--- config.mk ---
export PLATFORM = sky130hd
export DESIGN_NAME = rns_forward_converter_flat
export DESIGN_NICKNAME = d
export VERILOG_FILES = /design/src/rtl/rns_pkg.sv /design/src/rtl/rns_forward_converter_if.sv /design/src/rtl/rns_digit_step.sv /design/src/rtl/rns_forward_converter.sv /design/src/flat_wrapper.sv
export SDC_FILE = /design/constraint.sdc
export NUM_CORES = 1
export LEC_CHECK = 0
export ABC_AREA = 0
export CAP_MARGIN = 10
export CORE_ASPECT_RATIO = 0.7
export CORE_MARGIN = 2
export CORE_UTILIZATION = 56
export CTS_CLUSTER_DIAMETER = 50
export DETAILED_ROUTE_END_ITERATION = 8
export PLACE_DENSITY = 0.79
export SLEW_MARGIN = 20
export SYNTH_ARGS = -nofsm -noshare
export SYNTH_HDL_FRONTEND = slang
export SYNTH_SLANG_ARGS = --single-unit
--- constraint.sdc ---
create_clock -name clk -period 4.9 [get_ports clk]
set_clock_uncertainty 0.1 [all_clocks]
set_input_delay 1.225 -clock clk [delete_from_list [all_inputs] [get_ports clk]]
set_output_delay 1.225 -clock clk [all_outputs]
set_load 0.01 [all_outputs]
--- src/rtl/rns_pkg.sv ---
// Shared constants and types for the binary-to-RNS forward converter.
// Moduli set {3, 5, 17, 16}, dynamic range 4080.
package rns_pkg;

    localparam int X_W  = 12;
    localparam int MOD1 = 3;
    localparam int MOD2 = 5;
    localparam int MOD3 = 17;
    localparam int MOD4 = 16;
    localparam int R1_W = 2;
    localparam int R2_W = 3;
    localparam int R3_W = 5;
    localparam int R4_W = 4;

    localparam logic [X_W-1:0] RANGE_LIM = 12'd4080;

    // Weight of 2-bit digit i modulo 17 is 4^i, which cycles with period 4.
    localparam logic [3:0][R3_W-1:0] W17_TAB = {5'd13, 5'd16, 5'd4, 5'd1};

    typedef enum logic [1:0] {
        IDLE,
        REDUCE,
        DONE
    } state_t;

endpackage

--- src/rtl/rns_forward_converter_if.sv ---
// Handshake bundle between the binary source, the converter and the RNS consumer.
interface rns_forward_converter_if;
    import rns_pkg::*;

    logic              in_valid;
    logic              in_ready;
    logic [X_W-1:0]    X;
    logic              out_valid;
    logic              out_ready;
    logic [R1_W-1:0]   R1;
    logic [R2_W-1:0]   R2;
    logic [R3_W-1:0]   R3;
    logic [R4_W-1:0]   R4;
    logic              range_err;

    modport master (
        output in_valid, X, out_ready,
        input  in_ready, out_valid, R1, R2, R3, R4, range_err
    );

    modport slave (
        input  in_valid, X, out_ready,
        output in_ready, out_valid, R1, R2, R3, R4, range_err
    );

endinterface

--- src/rtl/rns_digit_step.sv ---
// Combinational update of the mod-3, mod-5 and mod-17 accumulators by one
// 2-bit digit; every result stays strictly below its modulus.
module rns_digit_step
    import rns_pkg::*;
(
    input  logic [R1_W-1:0] acc3_i,
    input  logic [R2_W-1:0] acc5_i,
    input  logic [R3_W-1:0] acc17_i,
    input  logic [1:0]      d_i,
    input  logic [1:0]      idx_i,
    output logic [R1_W-1:0] acc3_o,
    output logic [R2_W-1:0] acc5_o,
    output logic [R3_W-1:0] acc17_o
);

    logic [2:0] s3, t3;
    logic [3:0] s5, t5;
    logic [6:0] s17, t17;

    always_comb begin
        s3 = {1'b0, acc3_i} + {1'b0, d_i};
        t3 = (s3 >= 3'd3) ? s3 - 3'd3 : s3;

        // 4 = -1 mod 5: odd digits subtract; +5 keeps the sum non-negative.
        if (idx_i[0]) s5 = {1'b0, acc5_i} + 4'd5 - {2'b00, d_i};
        else          s5 = {1'b0, acc5_i} + {2'b00, d_i};
        t5 = (s5 >= 4'd5) ? s5 - 4'd5 : s5;

        s17 = {2'b00, acc17_i} + ({5'd0, d_i} * {2'b00, W17_TAB[idx_i]});
        t17 = s17 % 7'd17;

        acc3_o  = t3[R1_W-1:0];
        acc5_o  = t5[R2_W-1:0];
        acc17_o = t17[R3_W-1:0];
    end

endmodule

--- src/rtl/rns_forward_converter.sv ---
// Iterative binary-to-RNS converter: consumes X two bits per cycle, LSB first,
// and presents {X mod 3, X mod 5, X mod 17, X mod 16} with a valid/ready handshake.
module rns_forward_converter
    import rns_pkg::*;
(
    input  logic                 clk,
    input  logic                 rst,
    rns_forward_converter_if.slave bus
);

    state_t            state_q, state_d;
    logic [X_W-1:0]    sh_q, sh_d;
    logic [2:0]        cnt_q, cnt_d;
    logic [R1_W-1:0]   acc3_q, acc3_d, acc3_nx;
    logic [R2_W-1:0]   acc5_q, acc5_d, acc5_nx;
    logic [R3_W-1:0]   acc17_q, acc17_d, acc17_nx;
    logic [R4_W-1:0]   lo_q, lo_d;
    logic              err_q, err_d;
    logic [R1_W-1:0]   r1_q, r1_d;
    logic [R2_W-1:0]   r2_q, r2_d;
    logic [R3_W-1:0]   r3_q, r3_d;
    logic [R4_W-1:0]   r4_q, r4_d;
    logic              rerr_q, rerr_d;

    rns_digit_step u_step (
        .acc3_i  (acc3_q),
        .acc5_i  (acc5_q),
        .acc17_i (acc17_q),
        .d_i     (sh_q[1:0]),
        .idx_i   (cnt_q[1:0]),
        .acc3_o  (acc3_nx),
        .acc5_o  (acc5_nx),
        .acc17_o (acc17_nx)
    );

    always_comb begin
        state_d = state_q;
        sh_d    = sh_q;
        cnt_d   = cnt_q;
        acc3_d  = acc3_q;
        acc5_d  = acc5_q;
        acc17_d = acc17_q;
        lo_d    = lo_q;
        err_d   = err_q;
        r1_d    = r1_q;
        r2_d    = r2_q;
        r3_d    = r3_q;
        r4_d    = r4_q;
        rerr_d  = rerr_q;
        unique case (state_q)
            IDLE: begin
                if (bus.in_valid) begin
                    sh_d    = bus.X;
                    cnt_d   = '0;
                    acc3_d  = '0;
                    acc5_d  = '0;
                    acc17_d = '0;
                    lo_d    = bus.X[R4_W-1:0];
                    err_d   = (bus.X >= RANGE_LIM);
                    state_d = REDUCE;
                end
            end
            REDUCE: begin
                // Six digit cycles, then one cycle that publishes the result.
                if (cnt_q != 3'd6) begin
                    acc3_d  = acc3_nx;
                    acc5_d  = acc5_nx;
                    acc17_d = acc17_nx;
                    sh_d    = sh_q >> 2;
                    cnt_d   = cnt_q + 3'd1;
                end else begin
                    r1_d    = acc3_q;
                    r2_d    = acc5_q;
                    r3_d    = acc17_q;
                    r4_d    = lo_q;
                    rerr_d  = err_q;
                    state_d = DONE;
                end
            end
            DONE: begin
                if (bus.out_ready) state_d = IDLE;
            end
            default: state_d = IDLE;
        endcase
    end

    always_ff @(posedge clk) begin
        if (rst) begin
            state_q <= IDLE;
            sh_q    <= '0;
            cnt_q   <= '0;
            acc3_q  <= '0;
            acc5_q  <= '0;
            acc17_q <= '0;
            lo_q    <= '0;
            err_q   <= 1'b0;
            r1_q    <= '0;
            r2_q    <= '0;
            r3_q    <= '0;
            r4_q    <= '0;
            rerr_q  <= 1'b0;
        end else begin
            state_q <= state_d;
            sh_q    <= sh_d;
            cnt_q   <= cnt_d;
            acc3_q  <= acc3_d;
            acc5_q  <= acc5_d;
            acc17_q <= acc17_d;
            lo_q    <= lo_d;
            err_q   <= err_d;
            r1_q    <= r1_d;
            r2_q    <= r2_d;
            r3_q    <= r3_d;
            r4_q    <= r4_d;
            rerr_q  <= rerr_d;
        end
    end

    assign bus.in_ready  = (state_q == IDLE);
    assign bus.out_valid = (state_q == DONE);
    assign bus.R1        = r1_q;
    assign bus.R2        = r2_q;
    assign bus.R3        = r3_q;
    assign bus.R4        = r4_q;
    assign bus.range_err = rerr_q;

endmodule

--- src/flat_wrapper.sv ---
// flat-port wrapper written by rule: the top's interface ports become plain ports
module rns_forward_converter_flat import rns_pkg::*;
  (clk, rst, bus_in_valid, bus_X, bus_out_ready, bus_in_ready, bus_out_valid, bus_R1, bus_R2, bus_R3, bus_R4, bus_range_err);
  rns_forward_converter_if bus_i ();
  input  logic clk;
  input  logic rst;
  input wire logic [$bits(bus_i.in_valid)-1:0] bus_in_valid;
  input wire logic [$bits(bus_i.X)-1:0] bus_X;
  input wire logic [$bits(bus_i.out_ready)-1:0] bus_out_ready;
  output wire logic [$bits(bus_i.in_ready)-1:0] bus_in_ready;
  output wire logic [$bits(bus_i.out_valid)-1:0] bus_out_valid;
  output wire logic [$bits(bus_i.R1)-1:0] bus_R1;
  output wire logic [$bits(bus_i.R2)-1:0] bus_R2;
  output wire logic [$bits(bus_i.R3)-1:0] bus_R3;
  output wire logic [$bits(bus_i.R4)-1:0] bus_R4;
  output wire logic [$bits(bus_i.range_err)-1:0] bus_range_err;
  assign bus_i.in_valid = bus_in_valid;
  assign bus_i.X = bus_X;
  assign bus_i.out_ready = bus_out_ready;
  assign bus_in_ready = bus_i.in_ready;
  assign bus_out_valid = bus_i.out_valid;
  assign bus_R1 = bus_i.R1;
  assign bus_R2 = bus_i.R2;
  assign bus_R3 = bus_i.R3;
  assign bus_R4 = bus_i.R4;
  assign bus_range_err = bus_i.range_err;
  rns_forward_converter u_core (.clk(clk), .rst(rst), .bus(bus_i));
endmodule
==> results of run 1 <==
-- area by class of cell --
| type | count | area (um^2) |
|---|---|---|
| multi-input cells | 291 | 1880 |
| inverters | 18 | 67.6 |
| clock buffers | 6 | 82.6 |
| repair buffers | 36 | 350 |
| fillers | 438 | 1720 |
| clock inverters | 2 | 16.3 |
| flip-flops and latches | 47 | 941 |
| well taps | 72 | 90.1 |
-- worst max-delay path, delay by kind of cell (launching register included) --
family                     cells  cell delay (ns)
AOI/OAI and AO/OA              8             1.77
adders and majority gates      5             1.56
and+or+nand+nor                3             0.63
DFF                            1             0.34
buffers and inverters          2             0.14
-- power breakdown --
group / switching (mW) / internal [mW] / total, mW
combinational: 0.124 / 0.0848 / 0.208
sequential: 0.0170 / 0.399 / 0.416
clock: 0.132 / 0.115 / 0.248
total: 0.273 / 0.599 / 0.872
-- kinds of logic (layout without fill, tap and decap cells) --
| logic type | after synthesis | in the layout | synth area share, % |
|---|---|---|---|
| adder cells (fa/ha/maj) | 27 | 27 | 13.0 |
| buffers and inverters | 35 | 62 | 4.55 |
| XOR/XNOR | 9 | 9 | 2.68 |
| AO/OA/AOI/OAI | 99 | 99 | 23.9 |
| multiplexers | 1 | 1 | 0.341 |
| flip-flops | 47 | 47 | 32.0 |
| AND/OR/NAND/NOR | 155 | 155 | 23.5 |
-- cells in the mapped netlist, types with 3 or more instances --
| master | count |
|---|---|
| nand2_1 | 71 |
| dfxtp_1 | 47 |
| a21oi_1 | 40 |
| nor2_1 | 34 |
| ha_1 | 21 |
| inv_1 | 18 |
| clkbuf_1 | 15 |
| a311oi_1 | 11 |
| nor3_1 | 11 |
| o21ai_0 | 10 |
| nand3_1 | 9 |
| and2_1 | 7 |
| fa_1 | 6 |
| nand2b_1 | 6 |
| xnor2_1 | 6 |
| a22o_1 | 4 |
| nor2b_1 | 4 |
| a22oi_1 | 3 |
| o21a_1 | 3 |
| or3_1 | 3 |
| xor2_1 | 3 |
-- worst paths after layout --
check / end / cells past startpoint / start / slack [ns]
worst min register to register: u_core.bus.R3[3] / 2 / u_core.bus.R3[3] / 0.36
worst min-delay path: u_core.bus.R3[3] / 2 / u_core.bus.R3[3] / 0.36
worst max-delay path: u_core.acc17_q[2] / 18 / u_core.cnt_q[0] / 0.25
worst max register to register: u_core.acc17_q[2] / 18 / u_core.cnt_q[0] / 0.25
-- metal layers --
layer	vias to the layer above	share of wire [%]
met5	-	0
met4	0	0.79
met3	9	6.5
met2	99	40
met1	1306	52
li1	1362	-
-- repair_timing --
| action | in CTS | in global routing |
|---|---|---|
| hold endpoints to repair | 0 | 0 |
| endpoints found under the setup margin | 0 | 2 |
| gates resized for setup | 0 | 3 |
-- per-stage QoR --
step | instance area, um^2 | hold WS, ns | setup slack (ns)
final | 3430 | 0.356 | 0.252
after global routing | 3430 | 0.374 | 0.0370
after CTS | 3410 | 0.358 | 0.212
after detailed placement | 3310 | 0.345 | 0.245
after global placement | 3310 | 0.341 | 0.477
after floorplan | 2940 | 0.332 | 0.398
-- state kept, by name, indices dropped and copies added, names as in the netlist --
| register | cells |
|---|---|
| u_core.bus.R1 | 2 |
| u_core.cnt_q | 3 |
| u_core.bus.range_err | 1 |
| u_core.acc17_q | 5 |
| u_core.bus.R2 | 3 |
| u_core.err_q | 1 |
| u_core.bus.R4 | 4 |
| u_core.sh_q | 12 |
| u_core.bus.R3 | 5 |
| u_core.lo_q | 4 |
| u_core.acc3_q | 2 |
| u_core.acc5_q | 3 |
| u_core.state_q | 2 |
==> key figures, run 1 <==
Run status
  – Status: finished, final reports clean

Synth
  – Mapped Area: 2940 um^2
  – Sequential area share after synthesis: 32.0%
  – Share of synthesized registers carrying an async set or reset: 0%
  – Number of synthesis warnings: 0
  – Avg Cell Area, Syn: 7.88 um^2
  – Syn_nets: 416
  – Most used DFF post-synth: dfxtp_1
  – Synth Register Bits: 47
  – Synth area leaders: dfxtp_1 32%, nand2_1 9.1%, ha_1 8.9%
  – Area share of the largest cell type after synthesis: 32.0%
  – Cells after Synth: 373
  – Yosys cell types: 55
  – Post-synth EDFFs: 0
  – Synth area leader: dfxtp_1

GRT
  – First-pass GRT wire length: 12000 um
  – All-layer global routing usage: 25.4%
  – Vias in the first global route: 2523
  – Met3 GRT Util: 5.00%
  – Pin count of the biggest net entering global routing: 26
  – Busiest grt layer: met1
  – Met1 GRT Util: 39.5%
  – Final global-route overflow total: 0
  – Met2 Use GR: 36.3%
  – Initial antenna violation count: 0

STA
  – Fin. Hold Viols: 0
  – Tmin final: 4.65 ns
  – Fin. max-slew vios: 0
  – RSZ-0062 raised after global routing: false
  – Worst slew pin tran: 1.06 ns
  – Fmax: 0.215 GHz
  – Fin crit share: 94.9%
  – Final setup vio count: 0
  – Slew margin rel.: 28.9%
  – Setup TNS Final: 0 ns

Layout
  – Antenna cells: 0
  – Layout cell share with drive strength beyond 1: 5.75%
  – Most frequent cells in the layout: 71 x nand2_1, 47 x dfxtp_1, 39 x a21oi_1
  – Final Non-Filler Cells: 472
  – Commonest non-fill, non-tap cell in the layout: nand2_1
  – Utilization after layout: 66.6%
  – Syn-to-layout area delta: 16.6%
  – NumNets Final: 442

Critical path
  – Critical Path Fanout Max: 5
  – Req. time, crit path: 4.99 ns
  – CP arrival: 4.74 ns
  – CP max stage cell: fa_1
  – CP startpoint kind: register
  – CP Cell Sequence: inv_1, ha_1, and2_1, ha_1, ha_1, fa_1, nand3_1, and3b_1, o221ai_1, a21oi_2, ha_1, inv_1, a2111o_1, a32oi_2, a21oi_2, o21ai_0, a21oi_1, a211o_1
  – Most frequent CP cell: ha_1
  – Critical Path Sink Type: register
  – Slowest stage delay, CP: 0.48 ns
  – Setup CP Type: register to register

Floorplan
  – DIE AREA: 5850 um^2
  – Initial core utilization: 57.1%
  – Die Y: 64.6 um
  – # rows: 22
  – I/O pins: 33
  – Die X-Extent: 90.6 um
  – CORE AREA: 5150 um^2

Place
  – Placed cells: 464
  – Final GP Congestion: 0.966
  – Buffers added on ports: 32
  – DPL Wire Length: 5310 um

Drt
  – Initial DRC count: 229
  – Vias per cell: 5.88
  – Vias: 2776
  – Number of remaining DRC errors: 0
  – DRT antenna net count: 0
  – First drt pass iteration count: 5
  – Post-Route WL: 7050 um
  – WL/cell: 14.9 um

Min path
  – HP Class: register to register

Clock tree
  – H-tree depth: 2
  – Hold-fix buffers, CTS: 0
  – Clock transition at path regs: 0.08 ns
  – Setup Fix Bufs, Post-CTS: 0
  – CTS Sinks: 47
  – Num CTS Buffers: 5
  – Clock Path Buffers: 2
  – Clk_lat worst skew: 0.31 ns
  – Root buffer cell: clkbuf_8
  – CTS tree: built

Job
  – Max-cap violations: 0

Power and ir drop
  – Total power draw: 0.872 mW
  – Worst VDD drop: 0.000152 V
  – Pwr dens: 254 nW/um^2
  – Static leakage: 1.34 nW
Power figures use the tool's default switching activity.
==> run 2: changes to the inputs <==
--- a/config.mk
+++ b/config.mk
@@ -12,6 +12,7 @@
 export CORE_UTILIZATION = 56
 export CTS_CLUSTER_DIAMETER = 50
 export DETAILED_ROUTE_END_ITERATION = 8
+export HOLD_SLACK_MARGIN = 0.1
 export PLACE_DENSITY = 0.79
 export SLEW_MARGIN = 20
 export SYNTH_ARGS = -nofsm -noshare
==> results of run 2 <==
No change in the layout: final DEF, timing and power equal those of run 1.
==> run 3: changes to the inputs <==
--- a/config.mk
+++ b/config.mk
@@ -7,13 +7,11 @@
 export LEC_CHECK = 0
 export ABC_AREA = 0
 export CAP_MARGIN = 10
-export CORE_ASPECT_RATIO = 0.7
 export CORE_MARGIN = 2
-export CORE_UTILIZATION = 56
+export CORE_UTILIZATION = 40
 export CTS_CLUSTER_DIAMETER = 50
 export DETAILED_ROUTE_END_ITERATION = 8
 export HOLD_SLACK_MARGIN = 0.1
-export PLACE_DENSITY = 0.79
 export SLEW_MARGIN = 20
 export SYNTH_ARGS = -nofsm -noshare
 export SYNTH_HDL_FRONTEND = slang
==> run 3 against run 2 <==
Hold slack improved by 0.0042 ns. Via count decreased by 3.9%. Sequential power about the same. Count of clock-buffer cells in the layout unchanged. Global-route usage decreased by 8.1 points. Utilization decreased by 18 points.
==> key figures, run 3 (synthesis results as in run 1) <==
Floorplan
  – Die X-Extent: 89.7 um
  – # rows: 31
  – CORE AREA: 7180 um^2
  – Die Y: 89.7 um
  – I/O pins: 33
  – DIE AREA: 8050 um^2
  – Initial core utilization: 41.0%

Drt
  – Post-Route WL: 6830 um
  – Vias: 2669
  – Number of remaining DRC errors: 0
  – Vias per cell: 5.35
  – WL/cell: 13.7 um
  – First drt pass iteration count: 4
  – DRT antenna net count: 0
  – Initial DRC count: 121

STA
  – Final setup vio count: 0
  – Worst slew pin tran: 0.976 ns
  – Fin. Hold Viols: 0
  – Slew margin rel.: 34.8%
  – Fin. max-slew vios: 0
  – Fmax: 0.223 GHz
  – Tmin final: 4.49 ns
  – Final hold slack: 0.360 ns
  – Fin crit share: 91.6%

Critical path
  – Critical Path Fanout Max: 8
  – Setup CP Type: register to register
  – Critical Path Sink Type: register
  – CP startpoint kind: register
  – Req. time, crit path: 4.99 ns
  – CP arrival: 4.58 ns

Run status
  – Status: finished, final reports clean

Layout
  – Max reg flops: 12
  – NumNets Final: 442
  – Antenna cells: 0
  – Fillers: 708
  – Most flop-heavy register: u_core.sh_q
  – Layout cell share with drive strength beyond 1: 5.50%
  – Utilization after layout: 48.2%
  – Most frequent cells in the layout: 71 x nand2_1, 47 x dfxtp_1, 39 x a21oi_1
  – Final Cell Area: 3460 um^2
  – Commonest non-fill, non-tap cell in the layout: nand2_1
  – Syn-to-layout area delta: 17.6%

Place
  – Buffers added on ports: 32
  – Final GP Congestion: 0.830
  – Area after DPL: 3350 um^2
  – DPL Wire Length: 5210 um

Min path
  – HP Class: register to register

GRT
  – First-pass GRT wire length: 11800 um
  – Final global-route overflow total: 0
  – Pin count of the biggest net entering global routing: 28
  – All-layer global routing usage: 17.3%
  – Vias in the first global route: 2589
  – Initial antenna violation count: 0

Power and ir drop
  – Static leakage: 1.34 nW
  – Pwr dens: 252 nW/um^2
  – Worst VDD drop: 0.000165 V

Clock tree
  – Hold-fix buffers, CTS: 0
  – Num CTS Buffers: 5
  – Root buffer cell: clkbuf_8
  – Setup Fix Bufs, Post-CTS: 0
  – CTS tree: built
  – Clock transition at path regs: 0.09 ns
  – Clock Path Buffers: 2
  – H-tree depth: 2
  – Clk_lat worst skew: 0.30 ns
  – CTS Sinks: 47

Job
  – Max-cap violations: 0
==> run 3: cell count changes in the layout (fill, tap and decap cells not counted) <==
| cell | change |
|---|---|
| a21boi_1 | +1 |
| a21boi_2 | -1 |
==> run 3: critical path, stage by stage, from the launching register on <==
cell	delay, ns
dfxtp_1	0.31
buf_4	0.16
ha_1	0.22
and2_1	0.17
fa_1	0.43
ha_1	0.41
nand3_1	0.15
a21boi_1	0.36
o221ai_1	0.23
a21oi_2	0.24
ha_1	0.23
inv_1	0.07
nor3_1	0.19
a221oi_1	0.12
a32oi_2	0.30
a21oi_2	0.10
o21ai_0	0.23
a21oi_1	0.10
a211o_1	0.27
==> run 3: through the flow <==
step | setup WS [ns] | cells | power [mW] | TNS, ns
5_1_grt | -0.0241 | 499 | 0.915 | -0.0241
6_report | 0.410 | 499 | 0.870 | 0
3_3_place_gp | 0.492 | 491 | 0.623 | 0
2_1_floorplan | 0.398 | 373 | 0.571 | 0
4_1_cts | 0.336 | 499 | 0.877 | 0
3_5_place_dp | 0.360 | 491 | 0.627 | 0
==> run 3: layer usage <==
layer / wire length (um) / global-route usage (%) / vias up / share of wire [%]
met5: 0 / 0 / - / 0
met4: 64 / 4.49 / 0 / 0.94
met3: 256 / 2.85 / 6 / 3.7
met2: 3290 / 30.2 / 48 / 48
met1: 3220 / 22.3 / 1252 / 47
li1: - / - / 1363 / -
==> run 3: cell type report <==
cell class              instances  area [um^2]  area share (%)
clock buffers                   6         82.6            2.39
clock inverters                 2         16.3           0.471
inverters                      18         67.6            1.95
multi-input cells             291         1880            54.3
flip-flops and latches         47          941            27.2
well taps                      99          124            3.58
repair buffers                 36          350            10.1
==> run 3: timing repair <==
item,4_1_cts,5_1_grt
endpoints found under the hold margin,0,0
resized for setup,0,2
endpoints found under the setup margin,0,3
==> run 3: report_power, final <==
part	total (mW)	leakage, nW	switching, mW	internal, mW
clock network	0.250	0.0474	0.135	0.115
registers	0.414	0.383	0.0149	0.399
logic	0.206	0.905	0.121	0.0847
==> run 3: path summary, 6_finish.rpt <==
check | from | to | slack, ns | cells after the start
worst max register to register | u_core.cnt_q[0] | u_core.acc17_q[2] | 0.41 | 18
worst min-delay path | u_core.bus.R3[4] | u_core.bus.R3[4] | 0.36 | 2
worst min register to register | u_core.bus.R3[4] | u_core.bus.R3[4] | 0.36 | 2
worst max-delay path | u_core.cnt_q[0] | u_core.acc17_q[2] | 0.41 | 18
